**src/rtl/cached_memory_unit.sv**
```systemverilog
// ============================================================================
// cached_memory_unit : 2-way set-associative write-back data cache with LRU
// Rev 1.0 : initial release
// ============================================================================
`default_nettype none
`timescale 1ns/1ps

module cached_memory_unit #(
  parameter int DATA_WIDTH    = 32,
  parameter int ADDRESS_WIDTH = 32,
  parameter int SET_BITS      = 2,
  parameter int BLOCK_BITS    = 1,
  parameter int WAYS          = 2
) (
  input  logic                                  clk,
  input  logic                                  rst_n,
  input  logic [ADDRESS_WIDTH-1:0]              address,
  input  logic [DATA_WIDTH-1:0]                 write_data,
  input  logic [2:0]                            DATAMEMControl,
  input  logic                                  write_enable,
  input  logic                                  read_en,
  output logic [DATA_WIDTH-1:0]                 read_data,
  output logic                                  stall,
  output logic                                  mem_req,
  output logic                                  mem_we,
  output logic [ADDRESS_WIDTH-2-BLOCK_BITS-1:0] mem_address,
  output logic [DATA_WIDTH*(2**BLOCK_BITS)-1:0] mem_wdata,
  input  logic [DATA_WIDTH*(2**BLOCK_BITS)-1:0] mem_rdata,
  input  logic                                  mem_ack
);

  localparam int LINE_W  = DATA_WIDTH * (2**BLOCK_BITS);
  localparam int SETS    = 2**SET_BITS;
  localparam int TAG_W   = ADDRESS_WIDTH - 2 - BLOCK_BITS - SET_BITS;

  localparam logic [1:0] IDLE      = 2'd0;
  localparam logic [1:0] WRITEBACK = 2'd1;
  localparam logic [1:0] REFILL    = 2'd2;

  // Address fields
  logic [1:0]            byte_off;
  logic [BLOCK_BITS-1:0] word_off;
  logic [SET_BITS-1:0]   index;
  logic [TAG_W-1:0]      req_tag;

  assign byte_off = address[1:0];
  assign word_off = address[2 +: BLOCK_BITS];
  assign index    = address[2+BLOCK_BITS +: SET_BITS];
  assign req_tag  = address[ADDRESS_WIDTH-1 -: TAG_W];

  // Cache state
  logic [1:0]                 state;
  logic [WAYS-1:0][SETS-1:0]  valid;
  logic [WAYS-1:0][SETS-1:0]  dirty;
  logic [SETS-1:0]            lru;
  logic                       vic_q;
  logic [TAG_W-1:0]           tag_mem  [WAYS][SETS];
  logic [LINE_W-1:0]          data_mem [WAYS][SETS];

  // Lookup
  logic [WAYS-1:0] way_hit;
  logic            access;
  logic            hit;
  logic            hit_way;

  for (genvar w = 0; w < WAYS; w++) begin : g_way_hit
    assign way_hit[w] = valid[w][index] && (tag_mem[w][index] == req_tag);
  end

  assign access  = read_en | write_enable;
  assign hit     = rst_n && (state == IDLE) && access && (|way_hit);
  assign hit_way = way_hit[1];

  logic [LINE_W-1:0]     hit_line;
  logic [DATA_WIDTH-1:0] hit_word;
  logic [7:0]            byte_sel;
  logic [15:0]           half_sel;

  assign hit_line = data_mem[hit_way][index];
  assign hit_word = hit_line[int'(word_off)*DATA_WIDTH +: DATA_WIDTH];
  assign byte_sel = hit_word[int'(byte_off)*8 +: 8];
  assign half_sel = hit_word[int'(byte_off[1])*16 +: 16];

  // Load extraction
  logic [DATA_WIDTH-1:0] load_val;

  always_comb begin
    load_val = hit_word;
    case (DATAMEMControl)
      3'b000:  load_val = {{(DATA_WIDTH-8){byte_sel[7]}}, byte_sel};
      3'b001:  load_val = {{(DATA_WIDTH-16){half_sel[15]}}, half_sel};
      3'b100:  load_val = {{(DATA_WIDTH-8){1'b0}}, byte_sel};
      3'b101:  load_val = {{(DATA_WIDTH-16){1'b0}}, half_sel};
      default: load_val = hit_word;
    endcase
  end

  // A store on the same cycle as a load wins, so load data is only shown for pure loads
  assign read_data = (hit && !write_enable) ? load_val : '0;

  // Store merge into the hit line
  logic [DATA_WIDTH-1:0] merged_word;
  logic [LINE_W-1:0]     new_line;

  always_comb begin
    merged_word = hit_word;
    case (DATAMEMControl[1:0])
      2'b00:   merged_word[int'(byte_off)*8 +: 8]     = write_data[7:0];
      2'b01:   merged_word[int'(byte_off[1])*16 +: 16] = write_data[15:0];
      default: merged_word = write_data;
    endcase
    new_line = hit_line;
    new_line[int'(word_off)*DATA_WIDTH +: DATA_WIDTH] = merged_word;
  end

  // Victim selection: first invalid way, otherwise the LRU way
  logic victim_way;
  logic victim_dirty;

  always_comb begin
    if (!valid[0][index]) begin
      victim_way = 1'b0;
    end else if (!valid[1][index]) begin
      victim_way = 1'b1;
    end else begin
      victim_way = lru[index];
    end
    victim_dirty = valid[victim_way][index] && dirty[victim_way][index];
  end

  // Control state, valid/dirty/LRU bookkeeping
  always_ff @(posedge clk) begin
    if (!rst_n) begin
      state <= IDLE;
      valid <= '0;
      dirty <= '0;
      lru   <= '0;
      vic_q <= 1'b0;
    end else begin
      case (state)
        IDLE: begin
          if (access) begin
            if (|way_hit) begin
              lru[index] <= ~hit_way;
              if (write_enable) begin
                dirty[hit_way][index] <= 1'b1;
              end
            end else begin
              vic_q <= victim_way;
              state <= victim_dirty ? WRITEBACK : REFILL;
            end
          end
        end
        WRITEBACK: begin
          if (mem_ack) begin
            state <= REFILL;
          end
        end
        REFILL: begin
          if (mem_ack) begin
            valid[vic_q][index] <= 1'b1;
            dirty[vic_q][index] <= 1'b0;
            state               <= IDLE;
          end
        end
        default: state <= IDLE;
      endcase
    end
  end

  // Line data and tags carry no reset; the valid bits qualify them
  always_ff @(posedge clk) begin
    if (rst_n) begin
      if (hit && write_enable) begin
        data_mem[hit_way][index] <= new_line;
      end
      if ((state == REFILL) && mem_ack) begin
        data_mem[vic_q][index] <= mem_rdata;
        tag_mem[vic_q][index]  <= req_tag;
      end
    end
  end

  // Memory-side interface
  assign stall   = rst_n && ((state != IDLE) || (access && !(|way_hit)));
  assign mem_req = (state == WRITEBACK) || (state == REFILL);
  assign mem_we  = (state == WRITEBACK);

  always_comb begin
    mem_address = '0;
    mem_wdata   = '0;
    if (state == WRITEBACK) begin
      mem_address = {tag_mem[vic_q][index], index};
      mem_wdata   = data_mem[vic_q][index];
    end else if (state == REFILL) begin
      mem_address = {req_tag, index};
    end
  end

endmodule

`default_nettype wire

```
**config.mk**
```make
export PLATFORM = sky130hd
export DESIGN_NAME = cached_memory_unit
export DESIGN_NICKNAME = d
export VERILOG_FILES = /design/src/rtl/cached_memory_unit.sv
export SDC_FILE = /design/constraint.sdc
export NUM_CORES = 1
export LEC_CHECK = 0
export ABC_CLOCK_PERIOD_IN_PS = 6760
export BUFFER_PORTS_ARGS = -buffer_cell sky130_fd_sc_hd__buf_2
export CAP_MARGIN = 20
export CORE_ASPECT_RATIO = 0.9
export CORE_UTILIZATION = 45
export CTS_CLUSTER_DIAMETER = 60
export DETAILED_ROUTE_END_ITERATION = 10
export GPL_TIMING_DRIVEN = 1
export HOLD_SLACK_MARGIN = 0.15
export SYNTH_ARGS = -nofsm -noshare
export SYNTH_HDL_FRONTEND = slang
export SYNTH_SLANG_ARGS = --single-unit
```
**constraint.sdc**
```tcl
create_clock -name clk -period 6.76 [get_ports clk]
set_input_delay 1.014 -clock clk [delete_from_list [all_inputs] [get_ports clk]]
set_output_delay 1.014 -clock clk [all_outputs]
set_load 0.005 [all_outputs]
```
==> metrics.md <==
| Metric | Value |
|---|---|
| Status | finished clean |
| Worst Hold Class | flip-flop to flip-flop |
| CTS buffer count | between 80 and 90 |
| Worst R2R End | data_mem[0][108] |
| I/O pins | about 260 |
| Syn_nets | ~2,700 |
| H-Tree Level Count | 3 |
| Slew at the pin with the worst max-slew slack | approximately 1.0 ns |
| Top post-synthesis cells by area | edfxtp_1 (58%), mux4_2 (18%), nand2_1 (3.9%), mux2i_1 (2.4%), a21oi_1 (1.5%) |
| First-pass GRT wire length | ~180,000 µm |
| Final core occ | roughly 53% |
| Seq pwr share | between 40% and 50% |
| Most used cell, CP | mux4_2 |
| Final Hold Viols | 0 |
| R2R setup slack | about 1.9 ns |
| Slew Limit Headroom | between 30% and 40% |
| Starting density of the core | approximately 46% |
| Max-slew violations | 0 |
| Port Buffer Count | between 200 and 300 |
| Sink Count | approximately 750 |
| Mapped Area | 37,910 µm² |
| Syn. warnings | 0 |
| Die outline area | 85,410 µm² |
| Fillers | about 7,000 |
| CP required | 5.75 ns |
| Place WS | -0.1943 ns |
| Gr ovfl total | 0 |
| Number of synthesized flops with an enable pin | between 700 and 800 |
| CP arrival | between 5 and 6 ns |
| Cell variety after synth | 78 |
| Crit path cell chain | buf_8, mux4_2, xnor2_1, nand2_1, or4_1, nor3_4, buf_12, mux2i_1, mux4_2, mux2_2, o21a_1, a2111oi_0, buf_4, buf_2 |
| Initial antenna violation count | 9 |
| Clk pwr share | around 43% |
| Cell taking the most area after synthesis | edfxtp_1 |
| CTS tree | yes |
| P&R area growth vs syn | 15.95% |
| Core Rows | 100 |
| Fmax | roughly 150 MHz |
| R2R Path Start | tag_mem[1][53] |
| Via count | 25,760 |
| Synth async-reset ratio | 0% |
| Switching portion of total power | between 20% and 30% |
| Slowest cell on crit path | a2111oi_0 |
| Critical Path Max Stage Delay | between 0.6 and 0.7 ns |
| Seq/Total Area, Yosys | 58.93% |
| Mapped Cells | between 2,000 and 3,000 |
| CP Launch Type | input pin |
| Syn avg cell area | approximately 15 µm² |
| Final-stage net count | around 3,000 |
| Count leader, synth | edfxtp_1 |
| WL/cell | ~30 µm |
| Comb power frac | under 10% |
| R2r worst-path depth | 13 |
| Share of the synthesized area in the top cell type | 57.66% |
| Die X-Extent | about 310 µm |
| Primary FF master, synth | edfxtp_1 |
| # Post-CTS Setup Buffers | 0 |
| Drt drc | 0 |
| Final setup TNS | 0 ns |
| Final wirelength | roughly 120,000 µm |
| Power consumption | 10.94 mW |
| Max-cap violation count | 0 |
| Worst-skew pair later-pin latency | 0.66 ns |
| # setup viols final | 0 |
| Die Y | roughly 280 µm |
| Total GRT Usage | about 29% |
| Setup Skew | 0.03535 ns |
| Post-synth top cells | edfxtp_1 (728), nand2_1 (393), mux4_2 (295), nor2_1 (140), clkbuf_1 (134) |
| Gr busiest metal | met2 |
| Met3 Resource Use GR | 5.172% |
| PnR worst setup slack | 0.1384 ns |
| DR pass1 iterations | 6 |
| Worst Setup End Kind | primary output |
| Clk slew on worst S/H paths | 0.06 ns |
| Final HPWL DP | between 80,000 and 90,000 µm |
| Worst Setup EP | read_data[15] |
| Crit path kind | input pin to primary output |
| Pwr dens | approximately 250 nW/µm² |
| Synth Register Bits | around 750 |
| Met2 Use GR | 46.90% |
| Leakage power | approximately 15 nW |
| CP Launch Point | address[3] |
| Crit-path max FO | 22 |
| Share of cells above drive strength 1 | around 30% |
| DR iter-0 viols | ~3,200 |
| Remaining antenna violation count | 0 |
| Max VDD drop | ~0.20 mV |
| Number of global-route vias before repair | around 26,000 |
| Via density | between 6 and 7 |
| Core ar. | ~83,000 µm² |
| RD Place Congestion | around 0.95 |
| Bufs on Longest Clock Path | 3 |
| P_int | roughly 8.4 mW |
| Period minus WS final | between 6 and 7 ns |
| Min Hold Slack | 0.4542 ns |
| Switching power | between 2 and 3 mW |
| M1 GR Usage | 40.01% |
| Tcrit/Tclk final | a little over nine tenths |
| Largest net degree at the start of global routing | 97 |
| Clock root buffer | clkbuf_16 |
==> power groups by stage <==
stage | clock network [mW] | registers [mW] | logic, mW
finish | 4.66 | 5.23 | 1.05
detailed placement | 0 | 5.33 | 1.02
global route | 4.88 | 5.23 | 1.11
global placement | 0 | 5.33 | 1.01
CTS | 4.71 | 5.23 | 1.03
floorplan | 0 | 5.32 | 0.609
==> cell type report <==
type,count,area (µm²),area share [%]
antenna,5,12.51,0.02846
multi-input combinational,1632,14810,33.69
sequential,752,22350,50.83
inverter,24,92.59,0.2106
clock buffer,96,2168,4.933
clock inverter,56,661.9,1.506
timing repair buffer,378,2465,5.607
tap,1122,1404,3.194
==> cells in the final DEF (no fill, tap or decap), types with 17 or more instances in the layout <==
cell type,count
edfxtp_1,728
nand2_1,393
mux4_2,295
buf_2,260
nor2_1,127
a21oi_1,110
o21ai_0,109
buf_4,94
mux2i_1,89
clkbuf_16,86
a21boi_0,68
xnor2_1,39
mux2_2,32
a31oi_1,31
nor3_1,24
dfxtp_1,23
nand4_1,22
inv_1,20
clkinv_1,20
nand2b_1,20
and3_1,17
a22o_1,17
buf_12,17
==> worst min-delay path by stage <==
| stage | cells past startpoint | slack, ns | endpoint | start |
|---|---|---|---|---|
| floorplan | 1 | 0.42 | valid[2] | valid[2] |
| global placement | 1 | 0.43 | valid[3] | valid[3] |
| detailed placement | 1 | 0.44 | valid[0] | valid[0] |
| CTS | 1 | 0.45 | valid[4] | valid[4] |
| global route | 1 | 0.48 | valid[4] | valid[4] |
| finish | 1 | 0.45 | valid[3] | valid[3] |
==> flip-flops by register name, summed over array words and instances (netlist names), named ones only <==
register  flops
data_mem    512
dirty         8
lru           4
state         2
tag_mem     216
valid         8
vic_q         1
==> cells by family (layout without fill, tap and decap cells) <==
group                      count (synthesis)  count (layout)  share of synthesized area [%]
muxes                                    429             429                          21.50
adders and majority gates                  8               8                         0.2640
other                                      0               5                              0
DFF                                      752             752                          58.93
buffers and inverters                    215             554                          2.502
xor gates and xnor gates                  46              46                          1.142
AOI/OAI and AO/OA                        457             457                          7.769
and+or+nand+nor                          692             692                          7.898
==> worst max-delay path: cells and delay by family <==
family,cells,cell delay [ns]
multiplexers,4,1.60
AND/OR/NAND/NOR,3,0.94
AO/OA/AOI/OAI,2,0.86
buffers and inverters,4,0.81
XOR/XNOR,1,0.36
==> timing repair <==
action / in CTS / in global routing
hold buffers: 0 / 0
resized for setup: 3 / 14
endpoints found under the setup margin: 2 / 12
hold endpoints to repair: 0 / 0
cloned: 0 / 1
==> metal layers <==
metal / routed length [µm] / part of all wire [%] / up-vias
met5: 34 / 0.027 / -
met4: 3794 / 3.1 / 6
met3: 10850 / 8.8 / 192
met2: 59400 / 48 / 1349
met1: 49650 / 40 / 13360
li1: - / - / 10850
==> stage by stage <==
| stage | std cells | instance area [µm²] |
|---|---|---|
| 2_1_floorplan | 2599 | 37920 |
| 3_3_place_gp | 3904 | 40970 |
| 3_5_place_dp | 3905 | 40970 |
| 4_1_cts | 4057 | 43820 |
| 5_1_grt | 4062 | 43950 |
| 6_report | 4065 | 43960 |
Note: power is estimated with default switching activity, not from simulation.
